==> src/rtl/hiscore_pkg.sv <==
// Shared types and default widths for the high-score RAM transfer engine.
package hiscore_pkg;

  localparam int ADDR_W_DEF      = 12;
  localparam int LEN_W_DEF       = 12;
  localparam int RD_LAT_DEF      = 2;
  localparam int CHK_TIMEOUT_DEF = 255;

  typedef enum logic [3:0] {
    IDLE,
    CHK_WAIT,
    CHK_READ,
    CHK_CMP,
    WR_SYNC,
    WRITE,
    RD_ISSUE,
    RD_WAIT,
    RD_SEND,
    DONE
  } hs_state_e;

endpackage

==> src/rtl/hiscore_xfer_engine_frame_tick.sv <==
// Frame tick from the vblank rising edge, plus a saturating frame counter.
module hs_frame_tick
  import hiscore_pkg::*;
#(
  parameter int LIMIT = CHK_TIMEOUT_DEF
) (
  input  logic clk_49m,
  input  logic reset,
  input  logic vblank,
  input  logic clr,
  input  logic inc,
  output logic tick,
  output logic ovf
);

  localparam int CNT_W = (LIMIT < 1) ? 1 : $clog2(LIMIT + 1);

  logic             vblank_q;
  logic [CNT_W-1:0] count;

  always_ff @(posedge clk_49m or negedge reset) begin
    if (!reset) begin
      vblank_q <= 1'b0;
      count    <= '0;
    end else begin
      vblank_q <= vblank;
      if (clr)
        count <= '0;
      else if (inc && !ovf)
        count <= count + CNT_W'(1);
    end
  end

  assign tick = vblank & ~vblank_q;
  assign ovf  = (count == CNT_W'(LIMIT));

endmodule

==> src/rtl/hiscore_xfer_engine.sv <==
// High-score RAM initiator: gated restore into work RAM and windowed save out of it.
// state    | meaning
// IDLE     | waiting for a start pulse
// CHK_WAIT | restore: waiting for a frame tick, or timing out
// CHK_READ | restore: check address driven, read latency running
// CHK_CMP  | restore: compare check byte
// WR_SYNC  | restore: CPU paused, waiting for a frame tick
// WRITE    | restore: accepting bytes and writing them
// RD_ISSUE | save: drive window address
// RD_WAIT  | save: read latency running, then capture byte
// RD_SEND  | save: offering byte until accepted
// DONE     | completion pulse, release pause
module hiscore_xfer_engine
  import hiscore_pkg::*;
#(
  parameter int ADDR_W      = ADDR_W_DEF,
  parameter int LEN_W       = LEN_W_DEF,
  parameter int RD_LAT      = RD_LAT_DEF,
  parameter int CHK_TIMEOUT = CHK_TIMEOUT_DEF
) (
  input  logic              clk_49m,
  input  logic              reset,
  input  logic              vblank,
  input  logic [ADDR_W-1:0] cfg_base,
  input  logic [LEN_W-1:0]  cfg_len,
  input  logic [ADDR_W-1:0] cfg_chk_addr,
  input  logic [7:0]        cfg_chk_val,
  input  logic              restore_start,
  input  logic              save_start,
  input  logic [7:0]        dl_data,
  input  logic              dl_valid,
  output logic              dl_ready,
  output logic [7:0]        ul_data,
  output logic              ul_valid,
  input  logic              ul_ready,
  output logic [ADDR_W-1:0] hs_address,
  output logic [7:0]        hs_data_in,
  input  logic [7:0]        hs_data_out,
  output logic              hs_write_enable,
  output logic              hs_access_write,
  output logic              pause_req,
  output logic              busy,
  output logic              done,
  output logic              error
);

  localparam int LAT_W = $clog2(RD_LAT + 1);

  hs_state_e         state, state_nxt;
  logic [ADDR_W-1:0] base_q, chk_addr_q, win_addr;
  logic [LEN_W-1:0]  len_q, idx, idx_inc;
  logic [7:0]        chk_val_q;
  logic [LAT_W-1:0]  lat_cnt;
  logic              tick, fc_ovf, fc_clr, fc_inc, accept, start_any;

  hs_frame_tick #(.LIMIT(CHK_TIMEOUT)) u_frame_tick (
    .clk_49m (clk_49m),
    .reset   (reset),
    .vblank  (vblank),
    .clr     (fc_clr),
    .inc     (fc_inc),
    .tick    (tick),
    .ovf     (fc_ovf)
  );

  assign win_addr  = base_q + ADDR_W'(idx);
  assign idx_inc   = idx + LEN_W'(1);
  assign start_any = (state == IDLE) && (save_start || restore_start);

  always_ff @(posedge clk_49m or negedge reset) begin
    if (!reset)
      state <= IDLE;
    else
      state <= state_nxt;
  end

  always_comb begin
    state_nxt = state;
    fc_clr    = 1'b0;
    fc_inc    = 1'b0;
    accept    = 1'b0;
    case (state)
      IDLE: begin
        if (save_start) begin
          state_nxt = (cfg_len == '0) ? DONE : RD_ISSUE;
        end else if (restore_start) begin
          fc_clr    = 1'b1;
          state_nxt = (cfg_len == '0) ? DONE : CHK_WAIT;
        end
      end
      CHK_WAIT: begin
        if (fc_ovf)
          state_nxt = IDLE;
        else if (tick)
          state_nxt = CHK_READ;
      end
      CHK_READ: if (lat_cnt == '0) state_nxt = CHK_CMP;
      CHK_CMP: begin
        if (hs_data_out == chk_val_q) begin
          state_nxt = WR_SYNC;
        end else begin
          fc_inc    = 1'b1;
          state_nxt = CHK_WAIT;
        end
      end
      WR_SYNC: if (tick) state_nxt = WRITE;
      WRITE: begin
        if (idx == len_q)
          state_nxt = DONE;
        else
          accept = dl_valid & dl_ready;
      end
      RD_ISSUE: state_nxt = RD_WAIT;
      RD_WAIT:  if (lat_cnt == '0) state_nxt = RD_SEND;
      RD_SEND:  if (ul_ready) state_nxt = (idx_inc == len_q) ? DONE : RD_ISSUE;
      DONE:     state_nxt = IDLE;
      default:  state_nxt = IDLE;
    endcase
  end

  // Write strobe is registered, so dl_ready is held off while it is high.
  always_ff @(posedge clk_49m or negedge reset) begin
    if (!reset) begin
      base_q          <= '0;
      chk_addr_q      <= '0;
      len_q           <= '0;
      chk_val_q       <= '0;
      idx             <= '0;
      lat_cnt         <= '0;
      hs_address      <= '0;
      hs_data_in      <= '0;
      hs_write_enable <= 1'b0;
      ul_data         <= '0;
    end else begin
      hs_write_enable <= accept;
      if (start_any) begin
        base_q     <= cfg_base;
        len_q      <= cfg_len;
        chk_addr_q <= cfg_chk_addr;
        chk_val_q  <= cfg_chk_val;
        idx        <= '0;
      end
      if (accept) begin
        hs_data_in <= dl_data;
        hs_address <= win_addr;
        idx        <= idx_inc;
      end
      case (state)
        CHK_WAIT: begin
          if (tick) begin
            hs_address <= chk_addr_q;
            lat_cnt    <= LAT_W'(RD_LAT - 1);
          end
        end
        CHK_READ, RD_WAIT: if (lat_cnt != '0) lat_cnt <= lat_cnt - LAT_W'(1);
        RD_ISSUE: begin
          hs_address <= win_addr;
          lat_cnt    <= LAT_W'(RD_LAT);
        end
        RD_SEND: if (ul_ready) idx <= idx_inc;
        default: ;
      endcase
      if (state == RD_WAIT && lat_cnt == '0)
        ul_data <= hs_data_out;
    end
  end

  assign busy            = (state != IDLE);
  assign done            = (state == DONE);
  assign error           = (state == CHK_WAIT) && fc_ovf;
  assign ul_valid        = (state == RD_SEND);
  assign hs_access_write = (state == WRITE);
  assign dl_ready        = (state == WRITE) && !hs_write_enable && (idx != len_q);
  assign pause_req       = (state == WR_SYNC) || (state == WRITE) || (state == RD_ISSUE) ||
                           (state == RD_WAIT) || (state == RD_SEND);

endmodule

==> config.mk <==
export PLATFORM = sky130hd
export DESIGN_NAME = hiscore_xfer_engine
export DESIGN_NICKNAME = d
export VERILOG_FILES = /design/src/rtl/hiscore_pkg.sv /design/src/rtl/hiscore_xfer_engine_frame_tick.sv /design/src/rtl/hiscore_xfer_engine.sv
export SDC_FILE = /design/constraint.sdc
export NUM_CORES = 1
export LEC_CHECK = 0
export ABC_AREA = 0
export BUFFER_PORTS_ARGS = -buffer_cell sky130_fd_sc_hd__buf_2
export CAP_MARGIN = 20
export CORE_ASPECT_RATIO = 0.9
export CORE_MARGIN = 8
export CORE_UTILIZATION = 30
export CTS_BUF_LIST = sky130_fd_sc_hd__clkbuf_4 sky130_fd_sc_hd__clkbuf_8
export DETAILED_ROUTE_END_ITERATION = 6
export PLACE_DENSITY = 0.6
export SETUP_SLACK_MARGIN = 0.05
export SYNTH_ARGS = -nofsm -noshare
export SYNTH_HDL_FRONTEND = slang
export SYNTH_SLANG_ARGS = --single-unit
==> constraint.sdc <==
create_clock -name clk_49m -period 6.3 [get_ports clk_49m]
set_clock_uncertainty 0.05 [all_clocks]
set_input_delay 1.26 -clock clk_49m [delete_from_list [all_inputs] [get_ports clk_49m]]
set_output_delay 1.26 -clock clk_49m [all_outputs]
set_load 0.05 [all_outputs]
==> flow_metrics.env, run 1 <==
export IMPL_yosysMostFrequentCell="nand2_1"
export IMPL_startpoint_type="flop"
export IMPL_io_pins=103
export IMPL_cts_tree="built"
export IMPL_netlist_area_leader_share_pct=45.5
export IMPL_dp_cells=927
export IMPL_initial_core_util_pct=30.2
export IMPL_tns_ns=0
export IMPL_die_y_um=144
export IMPL_tightest_slew_ns=1.04
export IMPL_clk_pin_slew_ns=0.09
export IMPL_synth_seq_cells=100
export IMPL_syn_cell_area_mm2=0.00550
export IMPL_ant_nets=0
export IMPL_vias=4519
export IMPL_gp_congestion=0.870
export IMPL_finalCritPeriodShare_pct=58.1
export IMPL_synth_warnings=0
export IMPL_crit_fanout=8
export IMPL_grt_pass1_vias=4452
export IMPL_die_width_um=159
export IMPL_setup_violations=0
export IMPL_core_area_mm2=0.0182
export IMPL_p_per_area_mw_per_mm2=469
export IMPL_crit_type="reg -> out"
export IMPL_hpwl_um=10600
export IMPL_maxCapViolCount=0
export IMPL_gr_total_overflow=0
export IMPL_cts_buffer_depth=2
export IMPL_p_leak_uw=0.00309
export IMPL_routed_via_density=4.80
export IMPL_finalCriticalPeriod_ns=3.66
export IMPL_final_instance_count_excl_fill=942
export IMPL_grt_start_max_net_pins=52
export IMPL_n_antenna_cell=0
export IMPL_relSlewSlack_pct=30.2
export IMPL_ys_seq_area_share_pct=45.5
export IMPL_portBuffers=102
export IMPL_ys_async_sr_fraction_pct=100
export IMPL_clock_root_buffer="clkbuf_8"
export IMPL_drtIter0Drc=244
export IMPL_status="finished clean"
export IMPL_slew_violations=0
export IMPL_cts_setup_buffers=0
export IMPL_dieArea_mm2=0.0229
export IMPL_syn_inst=605
export IMPL_fillers=1893
export IMPL_wire_per_inst_um=15.1
export IMPL_design_area_mm2=0.00641
export IMPL_post_cts_resize_count=0
export IMPL_placed_area_mm2=0.00622
export IMPL_peakVddDrop_mv=0.151
export IMPL_rsz0062_at_grt="no"
export IMPL_synth_edf_count=0
export IMPL_r2r_slack_ns=3.09
export IMPL_gr_usage_all_layers_pct=12.8
export IMPL_crit_arrival_ns=2.35
export IMPL_drt_total_wl_um=14300
export IMPL_synth_area_leaders="dfrtp_1 (46%), nand2_1 (11%), xnor2_1 (4.5%)"
export IMPL_hold_viol=0
export IMPL_drt_first_pass_iters=4
export IMPL_hold_buffers=0
export IMPL_cts_made_buffers=9
export IMPL_synth_nets=687
export IMPL_synth_area_leader_cell="dfrtp_1"
export IMPL_cts_sinks=100
export IMPL_required_ns=4.99
export IMPL_synth_ff_type="dfrtp_1"
export IMPL_worst_setup_path_end_kind="output pin"
export IMPL_rows=47
export IMPL_antenna_found_initial=0
export IMPL_fmax_ghz=0.273
export IMPL_yosysUniqueCellTypes=63
export IMPL_hold_class="reg -> reg"
export IMPL_synth_common_cells="nand2_1 (159), dfrtp_1 (100), nor2_1 (32), o21ai_0 (29), xnor2_1 (28)"
export IMPL_clock_latency_ns=0.37
export IMPL_nets=775
export IMPL_syn_to_final_growth_pct=16.7
export IMPL_synth_area_per_cell_um2=9.08
export IMPL_drive_gt1_share_pct=22.0
export IMPL_htreeDepth=3
export IMPL_drc=0
export IMPL_grt_first_pass_wirelength_um=23100
## cells in the final DEF, fill, tap and decap left out, types with 3 or more instances in the layout
cell type,count
a21o_1,8
a21oi_1,15
a221o_1,6
a22oi_1,8
a31oi_1,3
and3_1,3
buf_2,101
buf_4,3
clkbuf_4,3
clkbuf_8,10
dfrtp_1,100
ha_1,14
inv_1,14
mux2_2,19
mux2i_1,3
nand2_1,159
nand2b_1,8
nand3_1,20
nand4_1,12
nor2_1,31
nor3_1,9
nor3b_1,6
nor4_1,6
o211ai_1,4
o21a_1,3
o21ai_0,29
o21bai_1,3
o31ai_1,4
or2_2,6
xnor2_1,28
xor2_1,17
## metal layers
metal	routed length, um	track usage, %	vias to the layer above
met1	7000	18.2	2115
met4	204	3.62	0
met2	6220	18.7	120
met3	822	3.05	12
met5	0	0	-
li1	-	-	2272
## critical path, stage by stage, from the launching register on
cell	delay, ns
dfrtp_1	0.47
xor2_1	0.19
or4_4	0.57
o31ai_1	0.46
nor2_1	0.07
buf_2	0.22
## final cells by class
cell class | instances | area [um2] | share of cell area [%]
clock buffer | 13 | 160 | 2.50
clock inverter | 2 | 35.0 | 0.546
inverter | 15 | 56.3 | 0.878
multi-input combinational | 463 | 2830 | 44.1
sequential | 100 | 2500 | 39.0
tap | 245 | 307 | 4.78
timing repair buffer | 104 | 528 | 8.23
## state kept, by name, summed over array words and instances (netlist names)
signal,flops
u_frame_tick.vblank_q,1
u_frame_tick.count,8
ul_data,8
chk_val_q,8
base_q,12
lat_cnt,2
len_q,12
idx,12
chk_addr_q,12
hs_data_in,8
state,4
hs_write_enable,1
hs_address,12
## cell families (layout without fill, tap and decap cells)
kind of cell | count (synthesis) | count (layout) | share of synthesized area (%)
simple gates | 280 | 280 | 23.6
compound gates | 101 | 101 | 12.5
flops | 100 | 100 | 45.5
xor+xnor | 45 | 45 | 7.17
buf+inv | 42 | 134 | 3.16
mux | 22 | 22 | 4.44
fa+ha+maj | 15 | 15 | 3.55
## metrics by stage
step | util (%) | hold WS, ns | power (uW) | setup slack [ns]
6_report | 35.3 | 0.439 | 3010 | 2.64
5_1_grt | 35.3 | 0.456 | 3260 | 2.52
4_1_cts | 35.3 | 0.444 | 3060 | 2.60
3_5_place_dp | 34.2 | 0.418 | 2620 | 3.00
3_3_place_gp | 34.2 | 0.417 | 2600 | 3.00
2_1_floorplan | - | 0.396 | 2240 | 3.17
## power breakdown
part           internal [uW]  switching, uW  leakage (uW)  total (uW)
logic                    507            959       0.00172        1470
registers                903            222       0.00126        1130
clock network            206            215      0.000104         420
## final timing paths
path,from,end,cells after the start
setup reg to reg,idx[7],idx[10],7
hold reg to reg,chk_addr_q[9],chk_addr_q[9],2
max in group asynchronous,reset,u_frame_tick.count[0],2
hold / removal,chk_addr_q[9],chk_addr_q[9],2
min in group asynchronous,reset,hs_address[11],1
setup / recovery,idx[7],dl_ready,5
No activity file was read; power rests on OpenSTA's default activity.
==> inputs of run 2 (changes only) <==
==> constraint.sdc (replaced) <==
create_clock -name clk_49m -period 3.5 [get_ports clk_49m]
set_clock_uncertainty 0.05 [all_clocks]
set_input_delay 0.7 -clock clk_49m [delete_from_list [all_inputs] [get_ports clk_49m]]
set_output_delay 0.7 -clock clk_49m [all_outputs]
set_load 0.05 [all_outputs]
==> run 2 against run 1 <==
Sequential share of layout area is 0.24 points lower. Final cell count is 0.53% higher. Combinational power rose by 84%. Design area increased by 0.62%. Global-route usage grew 1.1 points. Sequential power increased by 80%. Hold slack got worse by 0.15 ns. Non-clock buffer count rose by 6. Worst setup slack worse by 2.2 ns. Die area did not move. Clock power is 64% higher. Largest power group unchanged.
==> flow_metrics.env, run 2 (same netlist as run 1, synthesis figures left out) <==
export IMPL_p_per_area_mw_per_mm2=841
export IMPL_cts_setup_buffers=0
export IMPL_die_y_um=144
export IMPL_maxCapViolCount=0
export IMPL_hold_buffers=0
export IMPL_clk_pin_slew_ns=0.09
export IMPL_met2_length_um=6650
export IMPL_top_layer="met4"
export IMPL_wirelength_met1_um=7400
export IMPL_portBuffers=102
export IMPL_setup_violations=0
export IMPL_fmax_ghz=0.323
export IMPL_gp_congestion=0.912
export IMPL_r2r_end="state[1]"
export IMPL_cts_sinks=100
export IMPL_p_leak_uw=0.00310
export IMPL_routed_via_density=4.84
export IMPL_wire_per_inst_um=16.0
export IMPL_peakVddDrop_mv=0.325
export IMPL_rows=47
export IMPL_drt_first_pass_iters=4
export IMPL_hold_class="in -> async"
export IMPL_dieArea_mm2=0.0229
export IMPL_grt_first_pass_wirelength_um=24700
export IMPL_relSlewSlack_pct=40.2
export IMPL_setup_ws_ns=0.405
export IMPL_hpwl_um=11200
export IMPL_antenna_found_initial=0
export IMPL_cts_made_buffers=9
export IMPL_whs_ns=0.291
export IMPL_drc=0
export IMPL_syn_to_final_growth_pct=17.5
export IMPL_grt_start_max_net_pins=53
export IMPL_nets=781
export IMPL_grt_pass1_vias=4602
export IMPL_required_ns=2.75
export IMPL_drt_total_wl_um=15100
export IMPL_ant_nets=0
export IMPL_finalCritPeriodShare_pct=88.4
export IMPL_core_area_mm2=0.0182
export IMPL_crit_arrival_ns=2.35
export IMPL_gr_total_overflow=0
export IMPL_tightest_slew_ns=0.893
export IMPL_final_instance_count_excl_fill=947
export IMPL_dp_cells=933
export IMPL_io_pins=103
export IMPL_die_width_um=159
export IMPL_r2r_start="idx[1]"
export IMPL_clock_root_buffer="clkbuf_8"
export IMPL_startpoint_type="flop"
export IMPL_crit_type="reg -> out"
export IMPL_n_antenna_cell=0
export IMPL_clock_latency_ns=0.39
export IMPL_r2r_slack_ns=0.64
export IMPL_crit_fanout=8
export IMPL_rsz0062_at_grt="no"
export IMPL_cts_tree="built"
export IMPL_vias=4582
export IMPL_layout_commonest_cell="nand2_1"
export IMPL_drtIter0Drc=312
export IMPL_tns_ns=0
export IMPL_status="finished clean"
export IMPL_post_cts_resize_count=0
export IMPL_cts_buffer_depth=2
export IMPL_initial_core_util_pct=30.2
export IMPL_drive_gt1_share_pct=22.5
export IMPL_final_cell_mix="nand2_1 (159), buf_2 (101), dfrtp_1 (100)"
export IMPL_totalPowerFinal_uw=5430
export IMPL_htreeDepth=3
export IMPL_pre_cts_ws_ns=0.657
export IMPL_finalCriticalPeriod_ns=3.10
export IMPL_gr_usage_all_layers_pct=13.9
export IMPL_hold_viol=0
export IMPL_rr_worst_depth=7
export IMPL_slew_violations=0
export IMPL_worst_setup_path_end_kind="output pin"
export IMPL_wl_met3_um=918
[run 2: cell types whose count changed in the layout (fill, tap and decap cells not counted), sizes merged]
cell,previous run,this run
bufinv,1,0
buf,104,110
clkinvlp,0,1
clkbuf,13,12
[run 2: routing by layer]
metal | up-vias | GRT usage [%]
li1 | 2282 | -
met1 | 2176 | 19.2
met2 | 113 | 21.0
met3 | 11 | 3.53
met4 | 0 | 3.72
met5 | - | 0
[run 2: worst max path at each step]
stage,start,endpoint,slack (ns),cells past startpoint
2_1_floorplan,state[2],done,0.93,3
3_3_place_gp,idx[1],state[1],0.72,7
3_5_place_dp,idx[1],state[1],0.66,7
4_1_cts,idx[7],dl_ready,0.36,5
5_1_grt,idx[7],dl_ready,0.31,5
6_report,idx[7],dl_ready,0.40,5
[run 2: report_power, final]
group	switching, uW	leakage (uW)	internal [uW]
logic	1770	0.00176	942
clock network	403	0.0000852	286
registers	405	0.00126	1630
total	2580	0.00310	2850
[run 2: final cells by class]
class / instances / area [um2]
sequential: 100 / 2500
inverter: 15 / 56.3
timing repair buffer: 110 / 598
fill: 1917 / 11700
clock inverter: 2 / 12.5
clock buffer: 12 / 153
tap: 245 / 307
multi-input combinational: 463 / 2830
[run 2: worst max-delay path, stage by stage (launching register included)]
cell and delay [ns]:
dfrtp_1 0.49, xor2_1 0.20, or4_4 0.57, o31ai_1 0.41, nor2_1 0.07, buf_2 0.22
[run 2: per-stage QoR]
| stage | cell area (um2) | util [%] |
|---|---|---|
| after floorplan | 5500 | - |
| after global placement | 6290 | 34.6 |
| after detailed placement | 6290 | 34.6 |
| after CTS | 6450 | 35.5 |
| after global routing | 6450 | 35.5 |
| final | 6450 | 35.5 |
==> inputs of run 3 (changes only) <==
--- a/config.mk
+++ b/config.mk
@@ -17,4 +17,5 @@
 export SETUP_SLACK_MARGIN = 0.05
 export SYNTH_ARGS = -nofsm -noshare
 export SYNTH_HDL_FRONTEND = slang
+export SYNTH_HIERARCHICAL = 1
 export SYNTH_SLANG_ARGS = --single-unit
==> run 3 against run 2 <==
Routed wire length is 4.3% lower. First-iteration DRC count is 17% higher. Final cell count is 5.8% lower. Utilization is 0.40 points higher. Worst setup slack worse by 0.086 ns.
==> flow_metrics.env, run 3 <==
export IMPL_cts_made_buffers=9
export IMPL_setup_violations=0
export IMPL_initial_core_util_pct=30.6
export IMPL_finalCriticalPeriod_ns=3.18
export IMPL_p_sw_uw=2630
export IMPL_startpoint_type="flop"
export IMPL_seq_power_share_pct=36.8
export IMPL_clock_root_buffer="clkbuf_8"
export IMPL_yosysUniqueCellTypes=67
export IMPL_cts_setup_buffers=0
export IMPL_synth_edf_count=0
export IMPL_synth_ff_type="dfrtp_1"
export IMPL_ant_nets=0
export IMPL_syn_to_final_growth_pct=17.4
export IMPL_hold_viol=0
export IMPL_clk_pin_slew_ns=0.10
export IMPL_slew_violations=0
export IMPL_drt_total_wl_um=14500
export IMPL_post_cts_resize_count=0
export IMPL_dieArea_mm2=0.0234
export IMPL_comb_power_share_pct=50.2
export IMPL_syn_inst=546
export IMPL_final_cell_mix="buf_2 (101), dfrtp_1 (100), mux2_2 (54)"
export IMPL_pwr_share_clk_pct=12.9
export IMPL_cts_tree="built"
export IMPL_htreeDepth=3
export IMPL_finalCritPeriodShare_pct=90.9
export IMPL_synth_warnings=6
export IMPL_synth_area_leaders="dfrtp_1 (44%), mux2_2 (11%), xnor2_1 (3.7%)"
export IMPL_cts_buffer_depth=2
export IMPL_drt_first_pass_iters=4
export IMPL_gp_congestion=0.842
export IMPL_utilization_pct=35.9
export IMPL_swShare_pct=46.0
export IMPL_n_antenna_cell=0
export IMPL_p_per_area_mw_per_mm2=863
export IMPL_die_width_um=160
export IMPL_nets=724
export IMPL_wire_per_inst_um=16.2
export IMPL_required_ns=2.75
export IMPL_synth_nets=628
export IMPL_syn_cell_area_mm2=0.00563
export IMPL_core_area_mm2=0.0184
export IMPL_ys_async_sr_fraction_pct=100
export IMPL_tightest_slew_ns=0.642
export IMPL_layout_commonest_cell="buf_2"
export IMPL_synth_seq_cells=100
export IMPL_drive_gt1_share_pct=31.1
export IMPL_drtIter0Drc=364
export IMPL_p_leak_uw=0.00293
export IMPL_grt_start_max_net_pins=57
export IMPL_yosysMostFrequentCell="dfrtp_1"
export IMPL_drc=0
export IMPL_vias=4426
export IMPL_routed_via_density=4.96
export IMPL_peakVddDrop_mv=0.387
export IMPL_status="finished clean"
export IMPL_rsz0062_at_grt="no"
export IMPL_fmax_ghz=0.314
export IMPL_relSlewSlack_pct=57.1
export IMPL_grt_pass1_vias=4531
export IMPL_ys_seq_area_share_pct=44.4
export IMPL_synth_area_per_cell_um2=10.3
export IMPL_hold_buffers=0
export IMPL_fillers=1861
export IMPL_cts_sinks=100
export IMPL_io_pins=103
export IMPL_grt_first_pass_wirelength_um=24300
export IMPL_crit_arrival_ns=2.43
export IMPL_netlist_area_leader_share_pct=44.4
export IMPL_crit_fanout=16
export IMPL_gr_usage_all_layers_pct=12.7
export IMPL_crit_type="reg -> out"
export IMPL_synth_common_cells="dfrtp_1 (100), mux2_2 (54), nand2_1 (50), nor2_1 (34), a21oi_1 (26)"
export IMPL_p_int_uw=3080
export IMPL_hpwl_um=11100
export IMPL_rows=47
export IMPL_tns_ns=0
export IMPL_clock_latency_ns=0.39
export IMPL_portBuffers=102
export IMPL_antenna_found_initial=0
export IMPL_gr_total_overflow=0
export IMPL_synth_area_leader_cell="dfrtp_1"
export IMPL_hold_class="in -> async"
export IMPL_worst_setup_path_end_kind="output pin"
export IMPL_die_y_um=146
export IMPL_maxCapViolCount=0
-- run 3: routing by layer --
layer  global-route usage, %  part of all wire, %  vias to the layer above
met2                    18.4                   43                      135
met4                    3.41                  1.1                        0
met5                       0                    0                        -
met1                    17.9                   50                     2106
met3                    3.73                  6.0                       13
li1                        -                    -                     2172
-- run 3: kinds of logic (layout without fill, tap and decap cells) --
family	Yosys count	after routing	synth area share, %
and+or+nand+nor	174	174	16.3
AOI/OAI and AO/OA	110	110	13.8
DFF	100	100	44.4
muxes	60	60	11.9
buffers and inverters	46	147	3.73
xor gates and xnor gates	40	40	6.22
adders and majority gates	16	16	3.64
-- run 3: power by group through the flow --
| stage | Clock (uW) | Sequential (uW) | Combinational (uW) |
|---|---|---|---|
| after CTS | 782 | 2100 | 2890 |
| after global routing | 818 | 2180 | 3150 |
| after global placement | 0 | 2110 | 2870 |
| after detailed placement | 0 | 2120 | 2880 |
| final | 739 | 2100 | 2870 |
| after floorplan | 0 | 2480 | 1780 |
-- run 3: final cells by class --
class / count / area [um2] / share of cell area (%)
Clock buffer: 9 / 124 / 1.87
Clock inverter: 7 / 65.1 / 0.984
Inverter: 20 / 75.1 / 1.14
Multi-Input combinational cell: 400 / 2930 / 44.4
Sequential cell: 100 / 2500 / 37.9
Tap cell: 245 / 307 / 4.64
Timing Repair Buffer: 111 / 606 / 9.16
-- run 3: worst paths after layout --
kind | from | to | slack [ns] | cells past startpoint
max in group asynchronous | reset | hs_write_enable | 2.44 | 2
hold / removal | reset | base_q[11] | 0.25 | 1
min in group clk_49m | vblank | u_frame_tick/vblank_q | 0.37 | 1
setup reg to reg | state[2] | hs_address[4] | 0.69 | 8
setup / recovery | state[2] | dl_ready | 0.32 | 5
hold reg to reg | hs_data_in[7] | hs_data_in[7] | 0.43 | 2
-- run 3: worst max-delay path, cell delays in order, from the launching register on --
cell and delay [ns]:
dfrtp_1 0.67, nand2b_1 0.30, or3_1 0.39, a31o_2 0.26, inv_1 0.12, buf_2 0.30
-- run 3: metrics by stage --
step / instances / area, um2 / hold WS [ns] / power, uW / setup WS (ns)
floorplan: 546 / 5630 / 0.354 / 4250 / 0.790
global placement: 876 / 6420 / 0.406 / 4980 / 0.749
detailed placement: 876 / 6420 / 0.410 / 5000 / 0.731
CTS: 892 / 6610 / 0.259 / 5770 / 0.320
global route: 892 / 6610 / 0.293 / 6140 / 0.219
finish: 892 / 6610 / 0.250 / 5710 / 0.319
